--- config.mk ---
export PLATFORM = sky130hd
export DESIGN_NAME = control_unit
export DESIGN_NICKNAME = d
export VERILOG_FILES = /design/src/rtl/control_unit.sv
export SDC_FILE = /design/constraint.sdc
export NUM_CORES = 1
export LEC_CHECK = 0
export ABC_AREA = 0
export CAP_MARGIN = 20
export CORE_MARGIN = 3
export CORE_UTILIZATION = 47
export DETAILED_ROUTE_END_ITERATION = 10
export PLACE_DENSITY = 0.9
export SYNTH_ARGS = -nofsm -noshare
export SYNTH_HDL_FRONTEND = slang
export SYNTH_SLANG_ARGS = --single-unit
--- constraint.sdc ---
create_clock -name clock_in -period 2.5 [get_ports clock_in]
set_clock_uncertainty 0.2 [all_clocks]
set_input_delay 0.5 -clock clock_in [delete_from_list [all_inputs] [get_ports clock_in]]
set_output_delay 0.5 -clock clock_in [all_outputs]
set_load 0.01 [all_outputs]
--- src/rtl/control_unit.sv ---
// -----------------------------------------------------------------------------
// control_unit
// Multicycle sequencer for the accumulator datapath. It fetches 16-bit
// instructions from a synchronous program memory, holds them in the IR,
// maintains the PC, and decodes each instruction into the datapath's
// control inputs.
//
// Ports
//   clock_in          rising-edge clock
//   reset_n_in        asynchronous active-low reset
//   enable_in         FSM advances only while high (ignored in HALT)
//   instruction_in    program memory read data, one cycle after the address
//   flag_Z_in/N_in    datapath status flags, used by conditional branches
//   prog_address_out  program memory address (PC)
//   operand_out       IR operand field
//   alu_op_out        0 add, 1 subtract
//   sel_A_out         ACC source: 00 ALU, 01 extended operand, 10 data memory
//   sel_B_out         ALU B operand: 0 data memory, 1 extended operand
//   acc_wr_out        accumulator write enable
//   acc_reset_out     accumulator synchronous clear
//   status_wr_out     status register write enable
//   status_reset_out  status register synchronous clear
//   data_mem_wr_out   data memory write strobe (STO)
//   halted_out        high in HALT
// -----------------------------------------------------------------------------
module control_unit #(
  parameter int OPERAND_WIDTH = 11,
  parameter int DATA_WIDTH    = 16,
  parameter int OPCODE_WIDTH  = 5
) (
  input  logic                     clock_in,
  input  logic                     reset_n_in,
  input  logic                     enable_in,
  input  logic [DATA_WIDTH-1:0]    instruction_in,
  input  logic                     flag_Z_in,
  input  logic                     flag_N_in,
  output logic [OPERAND_WIDTH-1:0] prog_address_out,
  output logic [OPERAND_WIDTH-1:0] operand_out,
  output logic                     alu_op_out,
  output logic [1:0]               sel_A_out,
  output logic                     sel_B_out,
  output logic                     acc_wr_out,
  output logic                     acc_reset_out,
  output logic                     status_wr_out,
  output logic                     status_reset_out,
  output logic                     data_mem_wr_out,
  output logic                     halted_out
);

  typedef enum logic [2:0] {
    ST_INIT    = 3'd0,
    ST_FETCH   = 3'd1,
    ST_DECODE  = 3'd2,
    ST_LOAD    = 3'd3,
    ST_EXECUTE = 3'd4,
    ST_HALT    = 3'd5
  } state_t;

  localparam logic [OPCODE_WIDTH-1:0] OP_HLT  = OPCODE_WIDTH'(5'd0);
  localparam logic [OPCODE_WIDTH-1:0] OP_STO  = OPCODE_WIDTH'(5'd1);
  localparam logic [OPCODE_WIDTH-1:0] OP_LD   = OPCODE_WIDTH'(5'd2);
  localparam logic [OPCODE_WIDTH-1:0] OP_LDI  = OPCODE_WIDTH'(5'd3);
  localparam logic [OPCODE_WIDTH-1:0] OP_ADD  = OPCODE_WIDTH'(5'd4);
  localparam logic [OPCODE_WIDTH-1:0] OP_ADDI = OPCODE_WIDTH'(5'd5);
  localparam logic [OPCODE_WIDTH-1:0] OP_SUB  = OPCODE_WIDTH'(5'd6);
  localparam logic [OPCODE_WIDTH-1:0] OP_SUBI = OPCODE_WIDTH'(5'd7);
  localparam logic [OPCODE_WIDTH-1:0] OP_BEQ  = OPCODE_WIDTH'(5'd8);
  localparam logic [OPCODE_WIDTH-1:0] OP_BNE  = OPCODE_WIDTH'(5'd9);
  localparam logic [OPCODE_WIDTH-1:0] OP_BGT  = OPCODE_WIDTH'(5'd10);
  localparam logic [OPCODE_WIDTH-1:0] OP_BGE  = OPCODE_WIDTH'(5'd11);
  localparam logic [OPCODE_WIDTH-1:0] OP_BLT  = OPCODE_WIDTH'(5'd12);
  localparam logic [OPCODE_WIDTH-1:0] OP_BLE  = OPCODE_WIDTH'(5'd13);
  localparam logic [OPCODE_WIDTH-1:0] OP_JMP  = OPCODE_WIDTH'(5'd14);

  state_t                   r_state;
  state_t                   w_state_nxt;
  logic [OPERAND_WIDTH-1:0] r_pc;
  logic [OPERAND_WIDTH-1:0] w_pc_nxt;
  logic [DATA_WIDTH-1:0]    r_ir;
  logic [DATA_WIDTH-1:0]    w_ir_nxt;

  logic [OPCODE_WIDTH-1:0]  w_ir_op;
  logic [OPCODE_WIDTH-1:0]  w_fetch_op;
  logic [OPERAND_WIDTH-1:0] w_ir_operand;
  logic                     w_taken;

  // Raw (ungated) control strobes produced by the decoder
  logic                     w_acc_wr;
  logic                     w_status_wr;
  logic                     w_mem_wr;
  logic                     w_clr;
  logic                     w_alu_op;
  logic [1:0]               w_sel_a;
  logic                     w_sel_b;
  logic                     w_halted;

  assign w_ir_op      = r_ir[DATA_WIDTH-1 -: OPCODE_WIDTH];
  assign w_ir_operand = r_ir[OPERAND_WIDTH-1:0];
  assign w_fetch_op   = instruction_in[DATA_WIDTH-1 -: OPCODE_WIDTH];

  // State, PC and IR registers
  always_ff @(posedge clock_in or negedge reset_n_in) begin
    if (!reset_n_in) begin
      r_state <= ST_INIT;
      r_pc    <= {OPERAND_WIDTH{1'b0}};
      r_ir    <= {DATA_WIDTH{1'b0}};
    end else begin
      r_state <= w_state_nxt;
      r_pc    <= w_pc_nxt;
      r_ir    <= w_ir_nxt;
    end
  end

  // Branch condition evaluation on the IR opcode and current flags
  always_comb begin
    w_taken = 1'b0;
    case (w_ir_op)
      OP_BEQ:  w_taken = flag_Z_in;
      OP_BNE:  w_taken = !flag_Z_in;
      OP_BGT:  w_taken = !flag_Z_in && !flag_N_in;
      OP_BGE:  w_taken = !flag_N_in;
      OP_BLT:  w_taken = flag_N_in;
      OP_BLE:  w_taken = flag_N_in || flag_Z_in;
      OP_JMP:  w_taken = 1'b1;
      default: w_taken = 1'b0;
    endcase
  end

  // Next-state, PC/IR update and raw control decode
  always_comb begin
    w_state_nxt = r_state;
    w_pc_nxt    = r_pc;
    w_ir_nxt    = r_ir;
    w_acc_wr    = 1'b0;
    w_status_wr = 1'b0;
    w_mem_wr    = 1'b0;
    w_clr       = 1'b0;
    w_alu_op    = 1'b0;
    w_sel_a     = 2'b00;
    w_sel_b     = 1'b0;
    w_halted    = 1'b0;

    case (r_state)
      ST_INIT: begin
        w_clr = 1'b1;
        if (enable_in) begin
          w_state_nxt = ST_FETCH;
        end else begin
          w_state_nxt = ST_INIT;
        end
      end

      ST_FETCH: begin
        if (enable_in) begin
          w_state_nxt = ST_DECODE;
        end else begin
          w_state_nxt = ST_FETCH;
        end
      end

      ST_DECODE: begin
        if (enable_in) begin
          w_ir_nxt = instruction_in;
          w_pc_nxt = r_pc + OPERAND_WIDTH'(1'b1);  // natural wrap at the top
          if ((w_fetch_op == OP_LD) || (w_fetch_op == OP_ADD) || (w_fetch_op == OP_SUB)) begin
            w_state_nxt = ST_LOAD;
          end else begin
            w_state_nxt = ST_EXECUTE;
          end
        end else begin
          w_state_nxt = ST_DECODE;
        end
      end

      ST_LOAD: begin
        // operand_out already drives the data memory address; just wait
        if (enable_in) begin
          w_state_nxt = ST_EXECUTE;
        end else begin
          w_state_nxt = ST_LOAD;
        end
      end

      ST_EXECUTE: begin
        case (w_ir_op)
          OP_STO:  w_mem_wr = 1'b1;
          OP_LD: begin
            w_sel_a  = 2'b10;
            w_acc_wr = 1'b1;
          end
          OP_LDI: begin
            w_sel_a  = 2'b01;
            w_acc_wr = 1'b1;
          end
          OP_ADD, OP_ADDI, OP_SUB, OP_SUBI: begin
            w_alu_op    = (w_ir_op == OP_SUB) || (w_ir_op == OP_SUBI);
            w_sel_b     = (w_ir_op == OP_ADDI) || (w_ir_op == OP_SUBI);
            w_sel_a     = 2'b00;
            w_acc_wr    = 1'b1;
            w_status_wr = 1'b1;
          end
          default: w_acc_wr = 1'b0;
        endcase

        if (enable_in) begin
          // A taken branch overrides the increment applied in DECODE
          if (w_taken) begin
            w_pc_nxt = w_ir_operand;
          end else begin
            w_pc_nxt = r_pc;
          end
          if (w_ir_op == OP_HLT) begin
            w_state_nxt = ST_HALT;
          end else begin
            w_state_nxt = ST_FETCH;
          end
        end else begin
          w_state_nxt = ST_EXECUTE;
        end
      end

      ST_HALT: begin
        w_halted    = 1'b1;
        w_state_nxt = ST_HALT;
      end

      default: w_state_nxt = ST_INIT;
    endcase
  end

  // Strobes are suppressed while paused; the clears stay visible while the
  // reset pin itself is held low so the datapath is cleared alongside.
  assign acc_wr_out       = w_acc_wr && enable_in;
  assign status_wr_out    = w_status_wr && enable_in;
  assign data_mem_wr_out  = w_mem_wr && enable_in;
  assign acc_reset_out    = w_clr && (enable_in || !reset_n_in);
  assign status_reset_out = w_clr && (enable_in || !reset_n_in);
  assign alu_op_out       = w_alu_op;
  assign sel_A_out        = w_sel_a;
  assign sel_B_out        = w_sel_b;
  assign halted_out       = w_halted;
  assign prog_address_out = r_pc;
  assign operand_out      = w_ir_operand;

endmodule
==> impl_metrics.csv <==
group,metric,value,unit
place,globalplace.congestion,0.876,
yosys,syn_area,1810,µm²
sta,relSlewSlack,0.748,
floorplanning,floorplan.io_pins,53,
route,drt.antenna.violating_nets,0,
critical_path,top_cell_family_by_delay_on_the_critical_path,"simple AND/OR/NAND/NOR gates",
power,part_of_the_total_power_dissipated_in_sequential_elements,0.360,
cells_and_area,final_std_cells_w_o_fill,317,
grt,globalRouteOverflowTotal,0,
place,pre_cts_slack,-0.509,ns
cells_and_area,insertedDiodeCount,0,
floorplanning,die_h,68.1,µm
route,detailroute.via_count,1724,
power,p_leak,0.00115,µW
sta,postLayoutSetupSlackWorst,0.112,ns
worst_hold_path,hp-class,"reg2reg",
power,power.internal,1670,µW
clocking,insertion_delay,0.28,ns
clocking,cts.repair_timing.setup_buffer_count,0,
place,placed_area,2420,µm²
cells_and_area,drive_above_1_share,0.203,
yosys,synth_seq_area_share,0.415,
critical_path,cp_cell_sequence,"nand2b_4 -> nand2b_1 -> buf_4 -> nor4b_1 -> dlygate4sd1_1",
sta,timing.final.crit_period,2.39,ns
critical_path,arrival,1.69,ns
grt,gr-usage-all-layers,0.228,
route,drt_first_iter_violations,132,
yosys,synth-warning-count,0,
route,postRouteWirelength,4860,µm
power,ir_drop,0.646,mV
cells_and_area,most_used_cells_in_the_layout_excluding_fill_and_tap_cells,"nand2_1, clkdlybuf4s50_1, dfrtp_1, buf_4, nor2_1",
yosys,yosysUniqueCellTypes,46,
sta,totalNegativeSetupSlack,0,ns
sta,report.final.slew_viol_count,0,
sta,grt_setup_unrepaired,"yes",
floorplanning,placement_rows,21,
cells_and_area,syn2layout_area_growth,39.4,%
cells_and_area,final.fill_count,283,
critical_path,worst-endpoint-required,1.80,ns
sta,layout_worst_path_cycle_share,0.955,
clocking,clock_tree_from_tritoncts,"built",
critical_path,timing.setup.critical_path_class,"reg2out",
power,pwrdens,1070,nW/µm²
yosys,synth_edf_count,0,
critical_path,critPathSlowestCell,"dfrtp_1",
route,firstDrtPassIters,4,
critical_path,start_kind,"flop",
cells_and_area,final_nets,292,
sta,finalSetupViolCount,0,
grt,vias_in_the_first_global_route,1621,
cells_and_area,finish.instance_area,2520,µm²
route,detail_route.wl_per_cell,15.3,µm
place,io_buffers,52,
critical_path,crit_path_end_kind,"output port",
clocking,htree_num_levels,2,
critical_path,cp.buffers_inverters,2,
sta,finalHoldViolations,0,
clocking,cts.path.max_buffers,2,
sta,actual_slew_at_the_worst_max_slew_pin,0.378,ns
yosys,synth_ff_type,"dfrtp_1",
yosys,postSynthNetCount,235,
grt,grt_pass1_wl,7810,µm
clocking,numClockSinks,30,
power,power.switching,1030,µW
yosys,syn_area_per_cell,8.50,µm²
cells_and_area,mostFrequentLayoutCell,"nand2_1",
critical_path,critical_path_peak_fanout,3,
sta,clock.fmax,0.419,GHz
yosys,async_reset_ff_frac,1.00,
clocking,cts_made_buffers,5,
route,drc,0,
place,dp_hpwl,3450,µm
run_status,run_status,"complete, no violations",
power,clock_power_share,0.177,
floorplanning,core_region_area,3520,µm²
floorplanning,die-area,4630,µm²
power,switching_share,0.382,
place,placed_cells_incl_taps,309,
route,via_density_per_instance,5.44,
grt,grt_max_degree,31,
yosys,postSynthRegisterBits,30,
clocking,cts.reportedPaths.clkPinSlew,0.06,ns
floorplanning,initial_core_util,0.514,
clocking,cts.hold.buffers_added,0,
critical_path,critical-path-max-stage-delay,0.38,ns
clocking,clk_root_buffer_cell,"clkbuf_8",
floorplanning,chipWidth,68.1,µm
grt,antenna_found_initial,0,
run,timing.max_cap.violations,0,
yosys,postSynthCellCount,213,
power,power.share.combinational,0.463,
==> power by group through the flow <==
| stage | clock [µW] | sequential (µW) | combinational [µW] |
|---|---|---|---|
| floorplan | 0 | 917 | 737 |
| global placement | 0 | 950 | 1190 |
| detailed placement | 0 | 965 | 1230 |
| CTS | 487 | 961 | 1240 |
| global route | 505 | 1010 | 1370 |
| finish | 477 | 974 | 1250 |
==> what timing repair did <==
action	in CTS	in global routing
gates cloned	0	0
pin swaps	1	0
resized for setup	23	16
setup endpoints to repair	9	8
==> synthesized netlist by cell type (all sizes together) (2+ instances only) <==
library cell | count | area [µm²]
nand4 | 2 | 12.5
dfrtp | 30 | 751
nand2b | 5 | 38.8
o2bb2ai | 2 | 17.5
buf | 15 | 111
a21oi | 15 | 90.1
a31oi | 2 | 12.5
a2bb2oi | 6 | 77.6
nand3 | 3 | 15.0
nor3 | 5 | 25.0
clkbuf | 8 | 30.0
o221a | 3 | 33.8
and3 | 4 | 25.0
nand2 | 56 | 218
and4 | 2 | 17.5
nor2 | 19 | 71.3
o21ai | 9 | 45.0
and2 | 3 | 18.8
inv | 4 | 15.0
==> layer usage <==
layer	GRT usage	wire, µm
met3	0.0624	345
met1	0.285	2040
met2	0.387	2420
met4	0.0620	60
met5	0	0
==> worst paths after layout <==
path | startpoint | to | slack, ns | cells after the start
setup reg to reg | r_state[0] | prog_address_out[4] | 0.34 | 6
hold reg to reg | r_ir[1] | r_ir[1] | 0.31 | 2
max in group asynchronous | reset_n_in | r_state[0] | 1.48 | 2
setup / recovery | r_state[1] | sel_B_out | 0.11 | 5
min in group asynchronous | reset_n_in | prog_address_out[1] | 0.35 | 2
hold / removal | r_ir[1] | r_ir[1] | 0.31 | 2
==> area by class of cell <==
type	count	area, µm²	share of cell area
clock buffers	7	76.3	0.0302
repair buffers	73	656	0.260
flip-flops and latches	30	751	0.297
inverters	4	15.0	0.00595
multi-input cells	156	938	0.372
well taps	46	57.6	0.0228
clock inverters	1	30.0	0.0119
==> through the flow <==
stage | utilization | hold slack (ns) | total power (µW)
after global routing | 0.717 | 0.342 | 2890
after detailed placement | 0.687 | 0.298 | 2200
after global placement | 0.687 | 0.277 | 2140
after floorplan | - | 0.00441 | 1650
final | 0.717 | 0.314 | 2700
after CTS | 0.715 | 0.308 | 2690
==> registers in the layout, summed over array words and instances (netlist names) <==
name and count:
r_ir 16, prog_address_out 11, r_state 3
==> cell families after synthesis <==
logic type / Yosys count / synth area share
xor+xnor: 1 / 0.00484
simple gates: 105 / 0.271
fa+ha+maj: 1 / 0.00691
mux: 1 / 0.00622
flops: 30 / 0.415
buf+inv: 27 / 0.0864
compound gates: 48 / 0.210
==> worst min-delay path, cell delays in order, from the launching register on <==
cell     delay, ns
dfrtp_1       0.37
nand2_1       0.06
nand2_1       0.06
(Power assumes the default switching activity.)
